`config.mk`:
```
export PLATFORM = sky130hd
export DESIGN_NAME = spi_frame_tx_flat
export DESIGN_NICKNAME = d
export VERILOG_FILES = /design/src/rtl/spi_frame_tx_if.sv /design/src/rtl/spi_frame_tx.sv /design/src/flat_wrapper.sv
export SDC_FILE = /design/constraint.sdc
export NUM_CORES = 1
export LEC_CHECK = 0
export BUFFER_PORTS_ARGS = -buffer_cell sky130_fd_sc_hd__buf_2
export CORE_ASPECT_RATIO = 0.75
export CORE_MARGIN = 1.5
export CORE_UTILIZATION = 45
export DETAILED_ROUTE_END_ITERATION = 10
export PLACE_DENSITY = 0.66
export SLEW_MARGIN = 10
export SYNTH_ARGS = -nofsm -noshare
export SYNTH_HDL_FRONTEND = slang
export SYNTH_SLANG_ARGS = --single-unit
export TNS_END_PERCENT = 10
```
`constraint.sdc`:
```
create_clock -name clk -period 4.03 [get_ports clk]
set_clock_uncertainty 0.2 [all_clocks]
set_input_delay 0.806 -clock clk [delete_from_list [all_inputs] [get_ports clk]]
set_output_delay 0.806 -clock clk [all_outputs]
set_load 0.05 [all_outputs]
```
`src/rtl/spi_frame_tx_if.sv`:
```
// Handshake and serial-pin bundle for spi_frame_tx.
// The hash core drives the word side; the transmitter drives the pin side.
interface spi_frame_tx_if #(
  parameter int DATA_W = 8
);
  logic [DATA_W-1:0] in_data;
  logic              in_valid;
  logic              in_ready;
  logic              manch;
  logic              sdo;
  logic              en_out;
  logic              sclk;
  logic              frame_done;

  modport master (
    output in_data, in_valid, manch,
    input  in_ready, sdo, en_out, sclk, frame_done
  );

  modport slave (
    input  in_data, in_valid, manch,
    output in_ready, sdo, en_out, sclk, frame_done
  );
endinterface

```
`src/rtl/spi_frame_tx.sv`:
```
// Serialises one DATA_W-bit hash word per frame as NRZ or Manchester.
// Every pin output is a register loaded with the value for the cycle after the edge.
module spi_frame_tx #(
  parameter int DATA_W    = 8,
  parameter int LSB_FIRST = 1,
  parameter int CLK_DIV   = 1,
  parameter int IDLE_GAP  = 1
) (
  input  logic           clk,
  input  logic           rst,
  spi_frame_tx_if.slave  bus
);

  localparam int DIV_W   = (CLK_DIV > 1) ? $clog2(CLK_DIV) : 1;
  localparam int BIT_W   = (DATA_W > 1) ? $clog2(DATA_W) : 1;
  localparam int GAP_CYC = IDLE_GAP * 2 * CLK_DIV;
  localparam int GAP_W   = (GAP_CYC > 1) ? $clog2(GAP_CYC) : 1;

  localparam logic [DIV_W-1:0] DIV_MAX  = DIV_W'(CLK_DIV - 1);
  localparam logic [BIT_W-1:0] BIT_LAST = BIT_W'(DATA_W - 1);
  localparam logic [GAP_W-1:0] GAP_MAX  = GAP_W'((GAP_CYC > 0) ? GAP_CYC - 1 : 0);

  typedef enum logic [1:0] {
    S_IDLE,
    S_SHIFT,
    S_GAP
  } state_t;

  state_t            r_state;
  logic [DATA_W-1:0] r_word;
  logic              r_manch;
  logic [DIV_W-1:0]  r_div;
  logic              r_half;
  logic [BIT_W-1:0]  r_bitIdx;
  logic [GAP_W-1:0]  r_gap;
  logic              r_inReady;
  logic              r_sdo;
  logic              r_enOut;
  logic              r_sclk;
  logic              r_frameDone;

  logic              w_accept;
  logic              w_last;
  logic [DIV_W-1:0]  w_nDiv;
  logic              w_nHalf;
  logic [BIT_W-1:0]  w_nBitIdx;
  logic              w_nDone;

  // Line level for a given bit position; Manchester inverts the second half.
  function automatic logic f_sdo(input logic [DATA_W-1:0] word,
                                 input logic              isManch,
                                 input logic [BIT_W-1:0]  bitIdx,
                                 input logic              half);
    logic [BIT_W-1:0] sel;
    sel   = (LSB_FIRST != 0) ? bitIdx : (BIT_LAST - bitIdx);
    f_sdo = word[sel] ^ (isManch & half);
  endfunction

  // Position of the cycle that follows the one currently on the pins.
  always_comb begin
    w_accept  = bus.in_valid && r_inReady;
    w_last    = (r_div == DIV_MAX) && r_half && (r_bitIdx == BIT_LAST);
    w_nDiv    = r_div;
    w_nHalf   = r_half;
    w_nBitIdx = r_bitIdx;
    if (r_div == DIV_MAX) begin
      w_nDiv = '0;
      if (r_half) begin
        w_nHalf   = 1'b0;
        w_nBitIdx = r_bitIdx + 1'b1;
      end else begin
        w_nHalf = 1'b1;
      end
    end else begin
      w_nDiv = r_div + 1'b1;
    end
    w_nDone = (w_nDiv == DIV_MAX) && w_nHalf && (w_nBitIdx == BIT_LAST);
  end

  always_ff @(posedge clk) begin
    if (!rst) begin
      r_state     <= S_IDLE;
      r_word      <= '0;
      r_manch     <= 1'b0;
      r_div       <= '0;
      r_half      <= 1'b0;
      r_bitIdx    <= '0;
      r_gap       <= '0;
      r_inReady   <= 1'b1;
      r_sdo       <= 1'b0;
      r_enOut     <= 1'b0;
      r_sclk      <= 1'b0;
      r_frameDone <= 1'b0;
    end else if (w_accept) begin
      // Accept from IDLE or from the final cycle of a back-to-back frame.
      r_state     <= S_SHIFT;
      r_word      <= bus.in_data;
      r_manch     <= bus.manch;
      r_div       <= '0;
      r_half      <= 1'b0;
      r_bitIdx    <= '0;
      r_gap       <= '0;
      r_inReady   <= 1'b0;
      r_sdo       <= f_sdo(bus.in_data, bus.manch, '0, 1'b0);
      r_enOut     <= 1'b1;
      r_sclk      <= 1'b0;
      r_frameDone <= 1'b0;
    end else begin
      case (r_state)
        S_IDLE: begin
          r_inReady   <= 1'b1;
          r_sdo       <= 1'b0;
          r_enOut     <= 1'b0;
          r_sclk      <= 1'b0;
          r_frameDone <= 1'b0;
        end

        S_SHIFT: begin
          if (w_last) begin
            r_div       <= '0;
            r_half      <= 1'b0;
            r_bitIdx    <= '0;
            r_gap       <= '0;
            r_sdo       <= 1'b0;
            r_enOut     <= 1'b0;
            r_sclk      <= 1'b0;
            r_frameDone <= 1'b0;
            if (IDLE_GAP == 0) begin
              r_state   <= S_IDLE;
              r_inReady <= 1'b1;
            end else begin
              r_state   <= S_GAP;
              r_inReady <= 1'b0;
            end
          end else begin
            r_div       <= w_nDiv;
            r_half      <= w_nHalf;
            r_bitIdx    <= w_nBitIdx;
            r_sdo       <= f_sdo(r_word, r_manch, w_nBitIdx, w_nHalf);
            r_enOut     <= 1'b1;
            r_sclk      <= w_nHalf;
            r_frameDone <= w_nDone;
            r_inReady   <= (IDLE_GAP == 0) && w_nDone;
          end
        end

        S_GAP: begin
          r_sdo       <= 1'b0;
          r_enOut     <= 1'b0;
          r_sclk      <= 1'b0;
          r_frameDone <= 1'b0;
          if (r_gap == GAP_MAX) begin
            r_state   <= S_IDLE;
            r_gap     <= '0;
            r_inReady <= 1'b1;
          end else begin
            r_gap     <= r_gap + 1'b1;
            r_inReady <= 1'b0;
          end
        end

        default: begin
          r_state     <= S_IDLE;
          r_inReady   <= 1'b1;
          r_sdo       <= 1'b0;
          r_enOut     <= 1'b0;
          r_sclk      <= 1'b0;
          r_frameDone <= 1'b0;
        end
      endcase
    end
  end

  assign bus.in_ready   = r_inReady;
  assign bus.sdo        = r_sdo;
  assign bus.en_out     = r_enOut;
  assign bus.sclk       = r_sclk;
  assign bus.frame_done = r_frameDone;

endmodule
```
`src/flat_wrapper.sv`:
```
// flat-port wrapper written by rule: the top's interface ports become plain ports
module spi_frame_tx_flat 
#(
  parameter int DATA_W    = 8,
  parameter int LSB_FIRST = 1,
  parameter int CLK_DIV   = 1,
  parameter int IDLE_GAP  = 1
)
  (clk, rst, bus_in_data, bus_in_valid, bus_manch, bus_in_ready, bus_sdo, bus_en_out, bus_sclk, bus_frame_done);
  spi_frame_tx_if #(.DATA_W(DATA_W)) bus_i ();
  input  logic clk;
  input  logic rst;
  input wire logic [$bits(bus_i.in_data)-1:0] bus_in_data;
  input wire logic [$bits(bus_i.in_valid)-1:0] bus_in_valid;
  input wire logic [$bits(bus_i.manch)-1:0] bus_manch;
  output wire logic [$bits(bus_i.in_ready)-1:0] bus_in_ready;
  output wire logic [$bits(bus_i.sdo)-1:0] bus_sdo;
  output wire logic [$bits(bus_i.en_out)-1:0] bus_en_out;
  output wire logic [$bits(bus_i.sclk)-1:0] bus_sclk;
  output wire logic [$bits(bus_i.frame_done)-1:0] bus_frame_done;
  assign bus_i.in_data = bus_in_data;
  assign bus_i.in_valid = bus_in_valid;
  assign bus_i.manch = bus_manch;
  assign bus_in_ready = bus_i.in_ready;
  assign bus_sdo = bus_i.sdo;
  assign bus_en_out = bus_i.en_out;
  assign bus_sclk = bus_i.sclk;
  assign bus_frame_done = bus_i.frame_done;
  spi_frame_tx #(.DATA_W(DATA_W), .LSB_FIRST(LSB_FIRST), .CLK_DIV(CLK_DIV), .IDLE_GAP(IDLE_GAP)) u_core (.clk(clk), .rst(rst), .bus(bus_i));
endmodule
```
==> impl_metrics.tcl <==
set metrics [dict create \
    cts_hold_buf 0 \
    wl_mm 2.04 \
    dr_total_vias 862 \
    clk_path_buf_depth 2 \
    path_delay_family "compound AO/OA/AOI/OAI gates" \
    synth_top_flop_cell "dfxtp_1" \
    tritoncts "built" \
    r2r_setup_slack_ns 1.85 \
    rr_worst_depth 6 \
    clkPwrFrac 0.261 \
    crit_type "reg2reg" \
    ant_nets 0 \
    num_rows 14 \
    clk_latency_ns 0.31 \
    drv_slew 0 \
    fin_crit_sh 0.541 \
    endpoint_kind "flip-flop" \
    worst_slew_pin_slew_ns 0.634 \
    yosys_warnings 0 \
    rr_startpoint "u_core.r_bitIdx[0]" \
    grt_pass1_wl_mm 3.44 \
    ys_seq_area_frac 0.403 \
    setup_tns_ns 0 \
    period_minus_slack_ns 2.18 \
    die_w_um 58.6 \
    crit_slowest_cell "dfxtp_1" \
    synth_area_leader_cell "dfxtp_1" \
    p_seq_frac 0.578 \
    arrival_ns 2.22 \
    peakVddDrop_v 0.000269 \
    avgSynthCellArea_sq_um 8.48 \
    synthTopCellsByArea "dfxtp_1 (40%), nand2_1 (7.9%), a21boi_0 (7.2%)" \
    worst-path-max-fanout 16 \
    leakagePower_nw 0.436 \
    synth_most_common_cell "nand2_1" \
    rsz0062_at_grt "no" \
    grt_max_degree 18 \
    powerDensity_mw_per_mm2 354 \
    synth_area_sq_mm 0.00104 \
    comb_power_share 0.161 \
    cp-start-kind "flip-flop" \
    track_usage 0.177 \
    root_buffer "clkbuf_4" \
    p_sw_frac 0.291 \
    n_antenna_cell 0 \
    critical_path.max_stage_delay_ns 0.67 \
    io_pins 17 \
    htreeDepth 1 \
    async_reset_ff_frac 0 \
    hold_path_class "reg2reg" \
    synth_top_area_frac 0.403 \
    synthCells 123 \
    hold_violations 0 \
    initialDrtViolationCount 22 \
    numClockSinks 21 \
    vias_per_cell 5.46 \
    setup_viol 0 \
    worst_hold_path.num_cells 2 \
    syn_nets 137 \
    timing.hold.ws_ns 0.277 \
    maxCapViolCount 0 \
    synth_enable_flop_cells 0 \
    clk_pin_slew_ns 0.12 \
    reg2reg_to "u_core.bus.sdo" \
    die_h_um 44.7 \
    first_pass_iters 4 \
    drive_gt1_frac 0.164 \
    wl_per_cell_um 12.9 \
    nets 149 \
    antenna_found_initial 0 \
    cts_setup_buffers 0 \
    min_to "u_core.r_word[5]" \
    path_cells "ha_1 > mux2i_1 > a32oi_1 > o21ai_1 > o22a_1 > o211ai_2" \
    synth-seq-cells 21 \
    min_from "u_core.r_word[5]" \
    max_freq_mhz 459 \
    status "finished clean" \
    drc 0 \
    cts_buffers 3 \
    p_sw_w 0.000115 \
    slew_headroom 0.577 \
    crit_required_ns 4.08 \
    cts_resized 0 \
    synth_cell_type_count 32 \
    synthTopCellsByCount "nand2_1 (22), dfxtp_1 (21), a21boi_0 (10), nor2_1 (10), a21oi_1 (5)" \
    grt.overflow.total 0 \
    area_growth_pct 7.43 \
    die-area_sq_mm 0.00262 \
    place_congestion 0.744 \
    grt_pass1_vias 781 \
    worst-path-buf-inv 0 \
    fp.coreArea_sq_mm 0.00210 \
    hpwlAfterDp_mm 1.50 \
    io_buffers 16 \
    start_util 0.496 \
    intPower_w 0.000281 \
]
-- per-layer routing --
metal | part of all wire | up-vias | GRT usage | wire, um
li1 | - | 450 | - | -
met1 | 0.50 | 388 | 0.241 | 1020
met2 | 0.44 | 19 | 0.256 | 896
met3 | 0.046 | 5 | 0.0659 | 94
met4 | 0.014 | 0 | 0.0727 | 28
met5 | 0 | - | 0 | 0
-- layout make-up --
type,count,area [sq um]
fill,208,981
sequential,21,420
timing repair buffer,16,80.1
inverter,4,15.0
multi-input combinational,89,549
tap,24,30.0
clock buffer,4,26.3
-- worst min-delay path: stages, from the launching register on --
cell      delay [ns]
dfxtp_1         0.33
nand2_1         0.05
a21boi_0        0.06
-- worst max path at each step --
stage | start | end | slack, ns | cells past startpoint
detailed placement | rst | u_core.bus.sdo | 1.85 | 6
CTS | u_core.r_bitIdx[0] | u_core.bus.sdo | 1.84 | 6
global route | u_core.r_bitIdx[0] | u_core.bus.sdo | 1.76 | 6
global placement | rst | u_core.bus.sdo | 1.89 | 6
floorplan | rst | u_core.bus.sdo | 2.17 | 6
finish | u_core.r_bitIdx[0] | u_core.bus.sdo | 1.85 | 6
-- sequential cells by signal, indices dropped and copies added, names as in the netlist --
signal and cells:
u_core.r_word 8, u_core.r_bitIdx 3, u_core.r_state 2, u_core.bus.en_out 1, u_core.bus.frame_done 1, u_core.bus.in_ready 1, u_core.bus.sclk 1, u_core.bus.sdo 1
u_core.r_gap 1, u_core.r_half 1, u_core.r_manch 1
-- through the flow --
step	util	cell area (sq um)	std cells	power [W]	worst slack, ns
after detailed placement	0.521	1090	154	0.000298	1.85
after CTS	0.533	1120	158	0.000401	1.84
final	0.533	1120	158	0.000397	1.85
after global placement	0.521	1090	154	0.000295	1.89
after global routing	0.533	1120	158	0.000422	1.76
after floorplan	-	1040	123	0.000285	2.17
-- power by group through the flow --
stage	Sequential (W)	Clock [W]	Combinational, W
after CTS	0.000229	0.000108	0.0000639
after floorplan	0.000238	0	0.0000465
final	0.000229	0.000104	0.0000637
after global routing	0.000231	0.000120	0.0000713
after global placement	0.000234	0	0.0000616
after detailed placement	0.000234	0	0.0000636
-- cells in the final DEF, fill, tap and decap left out, types with 2 or more instances in the layout --
cell type  netlist  final
nand2_1         22     22
dfxtp_1         21     21
buf_2            2     16
nor2_1          10     10
a21boi_0        10     10
a21oi_1          5      5
inv_1            4      4
a31oi_1          4      4
mux2i_1          4      4
nor3b_1          3      3
nand3_1          3      3
nor3_1           3      3
o21ai_0          3      3
clkbuf_4         0      3
nor2b_1          2      2
and2_1           2      2
a211oi_1         2      2
a32oi_1          2      2
o21ai_1          2      2
ha_1             2      2
-- kinds of logic (layout without fill, tap and decap cells) --
group | Yosys count | in the layout | share of synthesized area
AO/OA/AOI/OAI | 34 | 34 | 0.233
multiplexers | 4 | 4 | 0.0384
XOR/XNOR | 1 | 1 | 0.00839
AND/OR/NAND/NOR | 48 | 48 | 0.223
flip-flops | 21 | 21 | 0.403
buffers and inverters | 13 | 24 | 0.0707
adder cells (fa/ha/maj) | 2 | 2 | 0.0240
Note: power is estimated with default switching activity, not from simulation.
